===== src/rtl/mux_arb_pkg.sv =====
// rtl/mux_arb_pkg.sv - shared types, sizes and round-robin search for mux_arbiter
package mux_arb_pkg;

  localparam int NUM_CH = 4;
  localparam int SEL_W  = 2;

  typedef enum logic {
    IDLE  = 1'b0,
    GRANT = 1'b1
  } state_t;

  typedef struct packed {
    logic             found;
    logic [SEL_W-1:0] idx;
  } pick_t;

  // First requesting channel at or after ptr (mod NUM_CH), optionally skipping one index.
  function automatic pick_t rr_pick(input logic [NUM_CH-1:0] req,
                                    input logic [SEL_W-1:0]  ptr,
                                    input logic              excl_en,
                                    input logic [SEL_W-1:0]  excl_idx);
    pick_t            p;
    logic [SEL_W-1:0] idx;
    p = '0;
    for (int i = 0; i < NUM_CH; i++) begin
      idx = ptr + SEL_W'(i);
      if (!p.found && req[idx] && !(excl_en && (idx == excl_idx))) begin
        p.found = 1'b1;
        p.idx   = idx;
      end
    end
    return p;
  endfunction

endpackage


===== src/rtl/mux_arbiter_if.sv =====
// rtl/mux_arbiter_if.sv - requester/data bundle between source channels and mux_arbiter
interface mux_arbiter_if;
  import mux_arb_pkg::*;

  logic [NUM_CH-1:0] req;
  logic              a;
  logic              b;
  logic              c;
  logic              d;
  logic [NUM_CH-1:0] gnt;
  logic [SEL_W-1:0]  sel;
  logic              busy;
  logic              result;
  logic              valid;

  modport master (
    output req, a, b, c, d,
    input  gnt, sel, busy, result, valid
  );

  modport slave (
    input  req, a, b, c, d,
    output gnt, sel, busy, result, valid
  );

endinterface


===== src/rtl/mux.sv =====
// rtl/mux.sv - existing 4:1 single-bit mux
module mux (
  input  logic       a,
  input  logic       b,
  input  logic       c,
  input  logic       d,
  input  logic [1:0] sig,
  output logic       result
);

  assign result = sig[1] ? (sig[0] ? d : c) : (sig[0] ? b : a);

endmodule


===== src/rtl/mux_arbiter.sv =====
// rtl/mux_arbiter.sv - round-robin arbiter sharing the 4:1 mux, bounded hold, registered data
module mux_arbiter
  import mux_arb_pkg::*;
#(
  parameter int HOLD_MAX = 4
) (
  input  logic           clk,
  input  logic           rst_n,
  mux_arbiter_if.slave   bus
);

  state_t            state, state_d;
  logic [NUM_CH-1:0] gnt_r, gnt_d;
  logic [SEL_W-1:0]  sel_r, sel_d;
  logic [SEL_W-1:0]  ptr, ptr_d;
  logic [3:0]        hold_cnt, hold_d;
  logic              result_r;
  logic              valid_r;
  logic              mux_out;
  logic              rel;
  pick_t             pick;

  mux u_mux (
    .a      (bus.a),
    .b      (bus.b),
    .c      (bus.c),
    .d      (bus.d),
    .sig    (sel_r),
    .result (mux_out)
  );

  always_ff @(posedge clk) begin
    if (!rst_n) begin
      state    <= IDLE;
      gnt_r    <= '0;
      sel_r    <= '0;
      ptr      <= '0;
      hold_cnt <= '0;
    end else begin
      state    <= state_d;
      gnt_r    <= gnt_d;
      sel_r    <= sel_d;
      ptr      <= ptr_d;
      hold_cnt <= hold_d;
    end
  end

  always_comb begin
    state_d = state;
    gnt_d   = gnt_r;
    sel_d   = sel_r;
    ptr_d   = ptr;
    hold_d  = hold_cnt;
    rel     = 1'b0;
    // While granted, the current owner is excluded so a release hands off to someone else.
    pick    = rr_pick(bus.req, ptr, state == GRANT, sel_r);

    if (state == GRANT) begin
      rel = !bus.req[sel_r] || (hold_cnt == 4'(HOLD_MAX));
    end

    if ((state == IDLE || rel) && pick.found) begin
      state_d = GRANT;
      gnt_d   = NUM_CH'(1) << pick.idx;
      sel_d   = pick.idx;
      hold_d  = 4'd1;
      ptr_d   = pick.idx + SEL_W'(1);
    end else if (state == GRANT && !rel) begin
      hold_d = hold_cnt + 4'd1;
    end else if (state == GRANT && bus.req[sel_r]) begin
      hold_d = 4'd1;
    end else if (state == GRANT) begin
      state_d = IDLE;
      gnt_d   = '0;
      hold_d  = 4'd0;
    end
  end

  always_ff @(posedge clk) begin
    if (!rst_n) begin
      result_r <= 1'b0;
      valid_r  <= 1'b0;
    end else if (state == GRANT) begin
      result_r <= mux_out;
      valid_r  <= 1'b1;
    end else begin
      valid_r  <= 1'b0;
    end
  end

  assign bus.gnt    = gnt_r;
  assign bus.sel    = sel_r;
  assign bus.busy   = (state == GRANT);
  assign bus.result = result_r;
  assign bus.valid  = valid_r;

endmodule


===== src/flat_wrapper.sv =====
// flat-port wrapper written by rule: the top's interface ports become plain ports
module mux_arbiter_flat import mux_arb_pkg::*;
#(
  parameter int HOLD_MAX = 4
)
  (clk, rst_n, bus_req, bus_a, bus_b, bus_c, bus_d, bus_gnt, bus_sel, bus_busy, bus_result, bus_valid);
  mux_arbiter_if bus_i ();
  input  logic clk;
  input  logic rst_n;
  input wire logic [$bits(bus_i.req)-1:0] bus_req;
  input wire logic [$bits(bus_i.a)-1:0] bus_a;
  input wire logic [$bits(bus_i.b)-1:0] bus_b;
  input wire logic [$bits(bus_i.c)-1:0] bus_c;
  input wire logic [$bits(bus_i.d)-1:0] bus_d;
  output wire logic [$bits(bus_i.gnt)-1:0] bus_gnt;
  output wire logic [$bits(bus_i.sel)-1:0] bus_sel;
  output wire logic [$bits(bus_i.busy)-1:0] bus_busy;
  output wire logic [$bits(bus_i.result)-1:0] bus_result;
  output wire logic [$bits(bus_i.valid)-1:0] bus_valid;
  assign bus_i.req = bus_req;
  assign bus_i.a = bus_a;
  assign bus_i.b = bus_b;
  assign bus_i.c = bus_c;
  assign bus_i.d = bus_d;
  assign bus_gnt = bus_i.gnt;
  assign bus_sel = bus_i.sel;
  assign bus_busy = bus_i.busy;
  assign bus_result = bus_i.result;
  assign bus_valid = bus_i.valid;
  mux_arbiter #(.HOLD_MAX(HOLD_MAX)) u_core (.clk(clk), .rst_n(rst_n), .bus(bus_i));
endmodule

===== config.mk =====
export PLATFORM = sky130hd
export DESIGN_NAME = mux_arbiter_flat
export DESIGN_NICKNAME = d
export VERILOG_FILES = /design/src/rtl/mux_arb_pkg.sv /design/src/rtl/mux_arbiter_if.sv /design/src/rtl/mux.sv /design/src/rtl/mux_arbiter.sv /design/src/flat_wrapper.sv
export SDC_FILE = /design/constraint.sdc
export NUM_CORES = 1
export LEC_CHECK = 0
export BUFFER_PORTS_ARGS = -buffer_cell sky130_fd_sc_hd__buf_2
export CELL_PAD_IN_SITES_DETAIL_PLACEMENT = 1
export CELL_PAD_IN_SITES_GLOBAL_PLACEMENT = 1
export CORE_ASPECT_RATIO = 1.75
export CORE_UTILIZATION = 43
export CTS_BUF_LIST = sky130_fd_sc_hd__clkbuf_16
export CTS_CLUSTER_SIZE = 30
export DETAILED_ROUTE_END_ITERATION = 12
export GPL_TIMING_DRIVEN = 0
export HOLD_SLACK_MARGIN = 0.12
export PLACE_DENSITY = 0.82
export SKIP_LAST_GASP = 1
export SLEW_MARGIN = 20
export SYNTH_ARGS = -nofsm -noshare
export SYNTH_HDL_FRONTEND = slang
export SYNTH_SLANG_ARGS = --single-unit

===== constraint.sdc =====
create_clock -name clk -period 2.7 [get_ports clk]
set_clock_uncertainty 0.1 [all_clocks]
set_input_delay 0.405 -clock clk [delete_from_list [all_inputs] [get_ports clk]]
set_output_delay 0.405 -clock clk [all_outputs]
set_load 0.01 [all_outputs]

Word level (Yosys, flattened, before mapping)
Index checks and enable logic that the tools add are counted.
{"block": "word_totals", "reg_bits": 15, "word_cells": 88, "in_bits": 10, "out_inout_bits": 9}
{"block": "classes", "bitwise": 2, "n_lt_le_gt_ge": 5, "n_addsub": 5, "shifts": 1, "eq_ne": 7, "muxes": 29, "n_reduce_logical": 31}
{"operator": "4-bit two-way mux", "n": 6}
{"operator": "2-bit by 3-bit < comparator with 1-bit output, second input constant", "n": 5}
{"operator": "1-bit logical AND", "n": 14}
{"operator": "1-bit two-way mux", "n": 14}
{"operator": "3-bit two-way mux", "n": 4}
{"operator": "1-bit binary-select mux with 2-bit select", "n": 5}
{"operator": "1-bit logical NOT", "n": 9}
{"operator": "2-bit == test", "n": 4}
{"operator": "2-bit by 1-bit adder with 2-bit output, second input constant", "n": 2}
{"operator": "2-bit adder, second input constant", "n": 2}
{"operator": "4-bit by 1-bit adder with 4-bit output, second input constant", "n": 1}
{"operator": "4-bit by 3-bit == test with 1-bit output, second input constant", "n": 1}
{"operator": "2-bit by 1-bit != test with 1-bit output, second input constant", "n": 2}
{"operator": "4-bit nonzero test", "n": 1}
{"operator": "1-bit by 2-bit left shift with 4-bit output, first input constant", "n": 1}
{"operator": "3-bit AND reduction", "n": 1}
{"operator": "3-bit nonzero test", "n": 1}
{"operator": "1-bit logical OR", "n": 2}
{"operator": "1-bit NOT", "n": 2}
{"operator": "2-bit AND reduction", "n": 1}
{"operator": "2-bit nonzero test", "n": 1}
{"operator": "2-bit OR reduction", "n": 1}

Longest topological paths before layout
Gate-level depths: netlist of the first run.
{"block": "logic_depth", "ltp_word": 20, "mapped_depth": 11, "ltp_nobuf": 9}

Hierarchy
From an unflattened synthesis of the first run, not the netlist that was laid out.
{"block": "unflattened", "cells_unflattened": 121, "area_unflattened_um2": 1101.1}
{"module": "mux_arbiter", "cells_each": 120, "seq_area_each_um2": 300.3, "area_each_um2": 1078.5, "instances": 1}
{"module": "mux", "cells_each": 1, "seq_area_each_um2": 0.0, "area_each_um2": 22.5, "instances": 1}

Least setup slack after synthesis of the first run
OpenSTA, ideal clock, no wires.
{"block": "synth_path", "path_kind": "reg-to-reg", "start": "register u_core.sel_r[1], in the netlist u_core.bus.sel[1]", "end": "register u_core.ptr[1]", "t_arrival_ns": 2.118, "synth_period_minus_slack_ns": 2.334, "setup_ns": 0.116, "path_slack_ns": 0.366, "required_ns": 2.484, "path_buffers": 1, "path_stages_with_launch": 10, "cell_sequence": "dfxtp_1 -> buf_4 -> xnor2_2 -> o21ai_0 -> a211oi_2 -> nor2_1 -> or2_1 -> ha_1 -> mux2i_1 -> nor2b_1"}
{"item": "start: declaration", "line_no": "mux_arbiter.sv:14", "source": "logic [SEL_W-1:0] sel_r, sel_d;"}
{"item": "start signal: assignment", "line_no": "mux_arbiter.sv:42", "source": "sel_r <= sel_d;"}
{"item": "end signal: assignment", "line_no": "mux_arbiter.sv:43", "source": "ptr <= ptr_d;"}
{"item": "end: declaration", "line_no": "mux_arbiter.sv:15", "source": "logic [SEL_W-1:0] ptr, ptr_d;"}

==> flow_metrics.tcl, run 1 <==
set metrics [dict create \
    die_h_um 75.2 \
    cts_tree "yes" \
    outcome "finished, violations left" \
    hold_start "rst_n" \
    cts_root_buffer "clkbuf_16" \
    vias 1202 \
    ant_nets 0 \
    ys_ff_latch 15 \
    cts_buffer_depth 2 \
    fin_ws_ns 0.141 \
    clk_pin_slew_ns 0.05 \
    min_path_cells 3 \
    wl_per_cell_um 19.2 \
    worstMarginPinSlew_ns 0.530 \
    first_global_vias 1230 \
    fmax_ghz 0.391 \
    final.period_utilization 0.948 \
    crit_chain "buf_6 > xor2_4 > a2111oi_2 > a211oi_2 > nor2_1 > or2_1 > ha_1 > mux2i_1 > nor2b_1" \
    setup_tns_ns 0 \
    ys_types 50 \
    dpl_worst_slack_ns 0.0874 \
    hp-class "input pin to register" \
    ff2ff_path_depth 9 \
    htree_levels 1 \
    synth_top_cell_by_area "dfxtp_1" \
    grt_pass1_wl_mm 5.70 \
    wirelength_mm 3.69 \
    cap_violations 0 \
    syn_inst 140 \
    ys_seq_area_frac 0.228 \
    dp_hpwl_mm 2.77 \
    crit_fanout 10 \
    area_delta_synth_final_pct 20.4 \
    worstHoldEndpoint "u_core.bus.gnt[0]" \
    ir_drop_uv 628 \
    p_per_area_nw_per_um2 1140 \
    slowest_stage "a211oi_2" \
    synth_area_um2 1320 \
    drc 1 \
    reg2reg_slack_ns 0.14 \
    final_util 0.541 \
    row_count 26 \
    crit_family "compound AO/OA/AOI/OAI gates" \
    yosys-top-cells-area "dfxtp_1 23%, mux4_2 10%, ha_1 5.7%, mux2i_1 3.8%, nor2b_1 3.3%" \
    arrival_ns 2.59 \
    portBuffers 18 \
    design_area_um2 1590 \
    finalSetupViolCount 0 \
    cts-buffers-inserted 3 \
    avgSynthCellArea_um2 9.40 \
    yosys_warnings 0 \
    synth_fp_nets 156 \
    crit_buf_inv 1 \
    placed_area_um2 1440 \
    max_slew_margin 0.646 \
    die-area_um2 3300 \
    final_max_slew_viol_count 0 \
    start_kind "register" \
    hold_viol_final 0 \
    drtPass1Iterations 8 \
    drive_gt1_frac 0.348 \
    worst_setup_path_end_kind "register" \
    cts.sinks 15 \
    diodes 0 \
    violations "DRC" \
    io_pins 19 \
    r2r_start "u_core.ptr[1]" \
    antenna_found_initial 0 \
    core_area_um2 2930 \
    path_class "register to register" \
    vias_per_cell 6.26 \
    initialDrtViolationCount 28 \
    fin_nets 181 \
    fin_crit_ns 2.56 \
    routabilityCongestion 0.854 \
    dp.cells 186 \
    worstSkewPairLatency_ns 0.25 \
    max_stage_delay_ns 0.45 \
    required_ns 2.73 \
    globalRouteOverflowTotal 0 \
    rr_endpoint "u_core.ptr[1]" \
    grt_max_degree 11 \
    track_usage 0.235 \
    start_util 0.450 \
    final_cells 192 \
    synth.top_cell.area_share 0.228 \
    die_x_um 43.8 \
    p_leak_uw 0.000653 \
]
## placed cells by master (no fill, tap or decap), types with 3 or more instances in the layout
cell type	count
mux2i_1	5
nand2_1	10
nand3b_1	4
o21ai_1	8
buf_4	3
nor2b_1	7
buf_6	3
dfxtp_1	14
nand3_1	8
a21oi_1	4
o21ai_0	4
ha_1	6
inv_1	5
nor2_1	5
and3_1	3
mux4_2	6
clkbuf_16	3
buf_2	18
## worst reg2reg max path, stage by stage (launching register included)
cell and delay [ns]:
dfxtp_2 0.41, buf_6 0.19, xor2_4 0.31, a2111oi_2 0.10, a211oi_2 0.45, nor2_1 0.13, or2_1 0.25, ha_1 0.28
mux2i_1 0.15, nor2b_1 0.07
## cells in the mapped netlist, drive strengths merged
library cell and count:
o21a 1, clkbuf 2, nor2 5, nand3 8, o2111ai 1, xnor2 1, o41ai 1, mux4 6
and3 3, a211oi 3, o21bai 1, buf 6, a21boi 2, o2bb2ai 1, or2 2, mux2i 5
nand2b 2, o21ai 13, nand2 11, inv 5, ha 6, o221ai 1, and3b 1, a22oi 2
a21oi 4, dfxtp 15, o31ai 3, o31a 2, o211a 1, xor2 3, mux2 2, a2111oi 2
nor3 4, nor2b 7, nand3b 4, clkinv 1, and2 2, o311a 1
## routing by layer
metal / vias up / global-route usage / part of all wire
met5: - / 0 / 0
met4: 0 / 0.115 / 0.029
met3: 9 / 0.0288 / 0.019
met2: 27 / 0.453 / 0.58
met1: 599 / 0.240 / 0.37
li1: 567 / - / -
## final cells by class
type | instances | area (um^2)
repair buffers | 20 | 105
plain buffers | 8 | 65.1
clock inverters | 1 | 3.75
multi-input cells | 111 | 973
fillers | 369 | 1340
clock buffers | 3 | 75.1
inverters | 6 | 26.3
flip-flops and latches | 15 | 302
well taps | 28 | 35.0
## sequential cells by signal, indices dropped and copies added (netlist names)
register,cells
u_core.bus.sel,2
u_core.bus.gnt,4
u_core.bus.busy,1
u_core.ptr,2
u_core.hold_cnt,4
u_core.bus.result,1
u_core.bus.valid,1
## cells by family (layout without fill, tap and decap cells)
logic type                 Yosys count  count (layout)  share of synthesized area
and+or+nand+nor                     49              49                      0.199
AOI/OAI and AO/OA                   39              39                      0.250
DFF                                 15              15                      0.228
buffers and inverters               14              38                     0.0618
muxes                               13              13                      0.158
adders and majority gates            6               6                     0.0570
xor gates and xnor gates             4               4                     0.0466
## report_power, final
part | internal [uW] | switching [uW] | total [uW]
combinational | 493 | 679 | 1170
clock | 196 | 91.0 | 287
sequential | 287 | 57.8 | 345
## how the worst max path moves through the flow
| stage | startpoint | end | cells after the start |
|---|---|---|---|
| floorplan | u_core.bus.sel[1] | u_core.ptr[1] | 9 |
| global placement | u_core.bus.sel[1] | u_core.ptr[1] | 9 |
| detailed placement | u_core.bus.sel[1] | u_core.ptr[1] | 9 |
| CTS | u_core.bus.sel[1] | u_core.ptr[1] | 9 |
| global route | u_core.ptr[0] | u_core.ptr[1] | 11 |
| finish | u_core.ptr[1] | u_core.ptr[1] | 9 |
## timing repair
| action | in CTS | in global routing |
|---|---|---|
| endpoints found under the setup margin | 0 | 1 |
| resized for setup | 0 | 13 |
| hold buffers | 0 | 0 |
| buffers inserted | 0 | 2 |
## metrics by stage
stage,hold WS [ns],total power [uW]
6_report,0.370,1800
4_1_cts,0.372,1720
2_1_floorplan,0.381,1160
3_3_place_gp,0.345,1380
3_5_place_dp,0.365,1420
5_1_grt,0.378,1910
No activity file was read; power rests on OpenSTA's default activity.
==> inputs of run 2 (changes only) <==
--- a/config.mk
+++ b/config.mk
@@ -5,7 +5,7 @@
 export SDC_FILE = /design/constraint.sdc
 export NUM_CORES = 1
 export LEC_CHECK = 0
-export BUFFER_PORTS_ARGS = -buffer_cell sky130_fd_sc_hd__buf_2
+export BUFFER_PORTS_ARGS = -buffer_cell sky130_fd_sc_hd__buf_4
 export CELL_PAD_IN_SITES_DETAIL_PLACEMENT = 1
 export CELL_PAD_IN_SITES_GLOBAL_PLACEMENT = 1
 export CORE_ASPECT_RATIO = 1.75
@@ -16,6 +16,7 @@
 export GPL_TIMING_DRIVEN = 0
 export HOLD_SLACK_MARGIN = 0.12
 export PLACE_DENSITY = 0.82
+export RECOVER_POWER = 100
 export SKIP_LAST_GASP = 1
 export SLEW_MARGIN = 20
 export SYNTH_ARGS = -nofsm -noshare
==> run 2 against run 1 <==
  * The run still ends with DRC left
  * Clock power grew 2%
  * Combinational power barely moved
  * Via count grew 1.1%
  * Wire length is 8.3% higher
  * First-iteration DRC count decreased by 32%
  * Final cell count unchanged
  * Maximum frequency shrank 3.6%
  * Power down 1.2%
  * Largest cell class unchanged
==> flow_metrics.tcl, run 2 (synthesized netlist as in run 1, its figures left out) <==
set metrics [dict create \
    outcome "finished, violations left" \
    violations "DRC" \
    wl_per_cell_um 20.8 \
    antenna_found_initial 0 \
    crit_family "compound AO/OA/AOI/OAI gates" \
    area_delta_synth_final_pct 19.6 \
    final_common_cell "dfxtp_1" \
    clk_pin_slew_ns 0.05 \
    hold_start "rst_n" \
    ant_nets 0 \
    drive_gt1_frac 0.256 \
    io_pins 19 \
    initialDrtViolationCount 19 \
    grt_max_degree 11 \
    worst_setup_path_end_kind "register" \
    fin_nets 181 \
    crit_buf_inv 1 \
    cap_violations 0 \
    crit_chain "buf_2 > xor2_1 > o31ai_2 > o41ai_2 > o21ai_0 > nor2_1 > or2_1 > ha_1 > mux2i_1 > nor2b_1" \
    worstSkewPairLatency_ns 0.25 \
    placed_area_um2 1490 \
    die-area_um2 3300 \
    dpl_worst_slack_ns 0.0769 \
    globalRouteOverflowTotal 0 \
    row_count 26 \
    cts_buffer_depth 2 \
    first_global_vias 1349 \
    grt_pass1_wl_mm 6.50 \
    htree_levels 1 \
    design_area_um2 1570 \
    fin_ws_ns 0.0467 \
    vias_per_cell 6.33 \
    dp.cells 186 \
    arrival_ns 2.69 \
    dp_hpwl_mm 2.88 \
    final_cells 192 \
    cts_tree "yes" \
    p_leak_uw 0.000619 \
    portBuffers 18 \
    routabilityCongestion 0.862 \
    final_max_slew_viol_count 0 \
    cts_root_buffer "clkbuf_16" \
    diodes 0 \
    p_per_area_nw_per_um2 1130 \
    fmax_ghz 0.377 \
    path_class "register to register" \
    max_slew_margin 0.395 \
    core_area_um2 2930 \
    final_cell_mix "14 x dfxtp_1, 12 x buf_4, 11 x clkbuf_1" \
    r2r_start "u_core.bus.sel[0]" \
    finalSetupViolCount 0 \
    crit_path_start "u_core.bus.sel[0]" \
    cts.sinks 15 \
    start_util 0.450 \
    track_usage 0.272 \
    wirelength_mm 4.00 \
    hold_viol_final 0 \
    whs_ns 0.355 \
    drtPass1Iterations 8 \
    drc 1 \
    hp-class "input pin to register" \
    postCtsHoldBufs 0 \
    slowest_stage "dfxtp_1" \
    fin_crit_ns 2.65 \
    start_kind "register" \
    die_h_um 75.2 \
    die_x_um 43.8 \
    worstMarginPinSlew_ns 0.901 \
    ir_drop_uv 669 \
    max_stage_delay_ns 0.46 \
    required_ns 2.74 \
    final.period_utilization 0.983 \
    crit_fanout 10 \
    cts-buffers-inserted 3 \
    vias 1215 \
]
==> run 2: cell types whose count changed in the layout (fill, tap and decap cells not counted), moves of 2 or more <==
cell,delta
buf_4,+9
clkbuf_1,+10
nor3_1,+2
o21ai_1,-3
nor3_2,-2
buf_2,-17
o21ai_0,+3
==> run 2: per-stage QoR <==
stage	setup TNS, ns	power, uW	util
after CTS	0	1770	0.535
after floorplan	0	1160	-
after detailed placement	0	1450	0.508
after global routing	-0.0378	1900	0.538
final	0	1780	0.538
after global placement	0	1410	0.508
==> run 2: report_power, final <==
part / switching [uW] / total [uW] / leakage, uW / internal [uW]
Combinational: 677 / 1150 / 0.000453 / 470
Sequential: 55.8 / 342 / 0.000124 / 287
Clock: 97.3 / 294 / 0.0000423 / 197
Total: 830 / 1780 / 0.000619 / 953
==> run 2: final cells by class <==
class	count	area, um^2
Fill cell	343	1350
Multi-Input combinational cell	111	958
Sequential cell	15	302
Timing Repair Buffer	20	116
Clock buffer	3	75.1
Buffer	8	61.3
Tap cell	28	35.0
Inverter	6	22.5
Clock inverter	1	3.75
==> run 2: layer usage <==
metal | global-route usage | part of all wire | up-vias
met1 | 0.262 | 0.37 | 605
met4 | 0.149 | 0.032 | 0
met2 | 0.539 | 0.58 | 29
met5 | 0 | 0 | -
met3 | 0.0264 | 0.024 | 12
li1 | - | - | 569
==> run 2: path summary, 6_finish.rpt <==
path                       endpoint  slack, ns  cells past startpoint
setup reg to reg      u_core.ptr[1]       0.05                     10
hold reg to reg   u_core.bus.gnt[3]       0.38                      2
setup / recovery      u_core.ptr[1]       0.05                     10
hold / removal    u_core.bus.gnt[2]       0.36                      3
==> run 2: repair_timing <==
action	CTS	global route
setup endpoints to repair	0	1
buffers inserted	0	2
resized for setup	0	6
hold endpoints to repair	0	0
==> run 2: tightest hold or removal path: cells and delay by family <==
family / cells / cell delay [ns]
buf+inv: 1 / 0.14
compound gates: 1 / 0.06
simple gates: 1 / 0.06
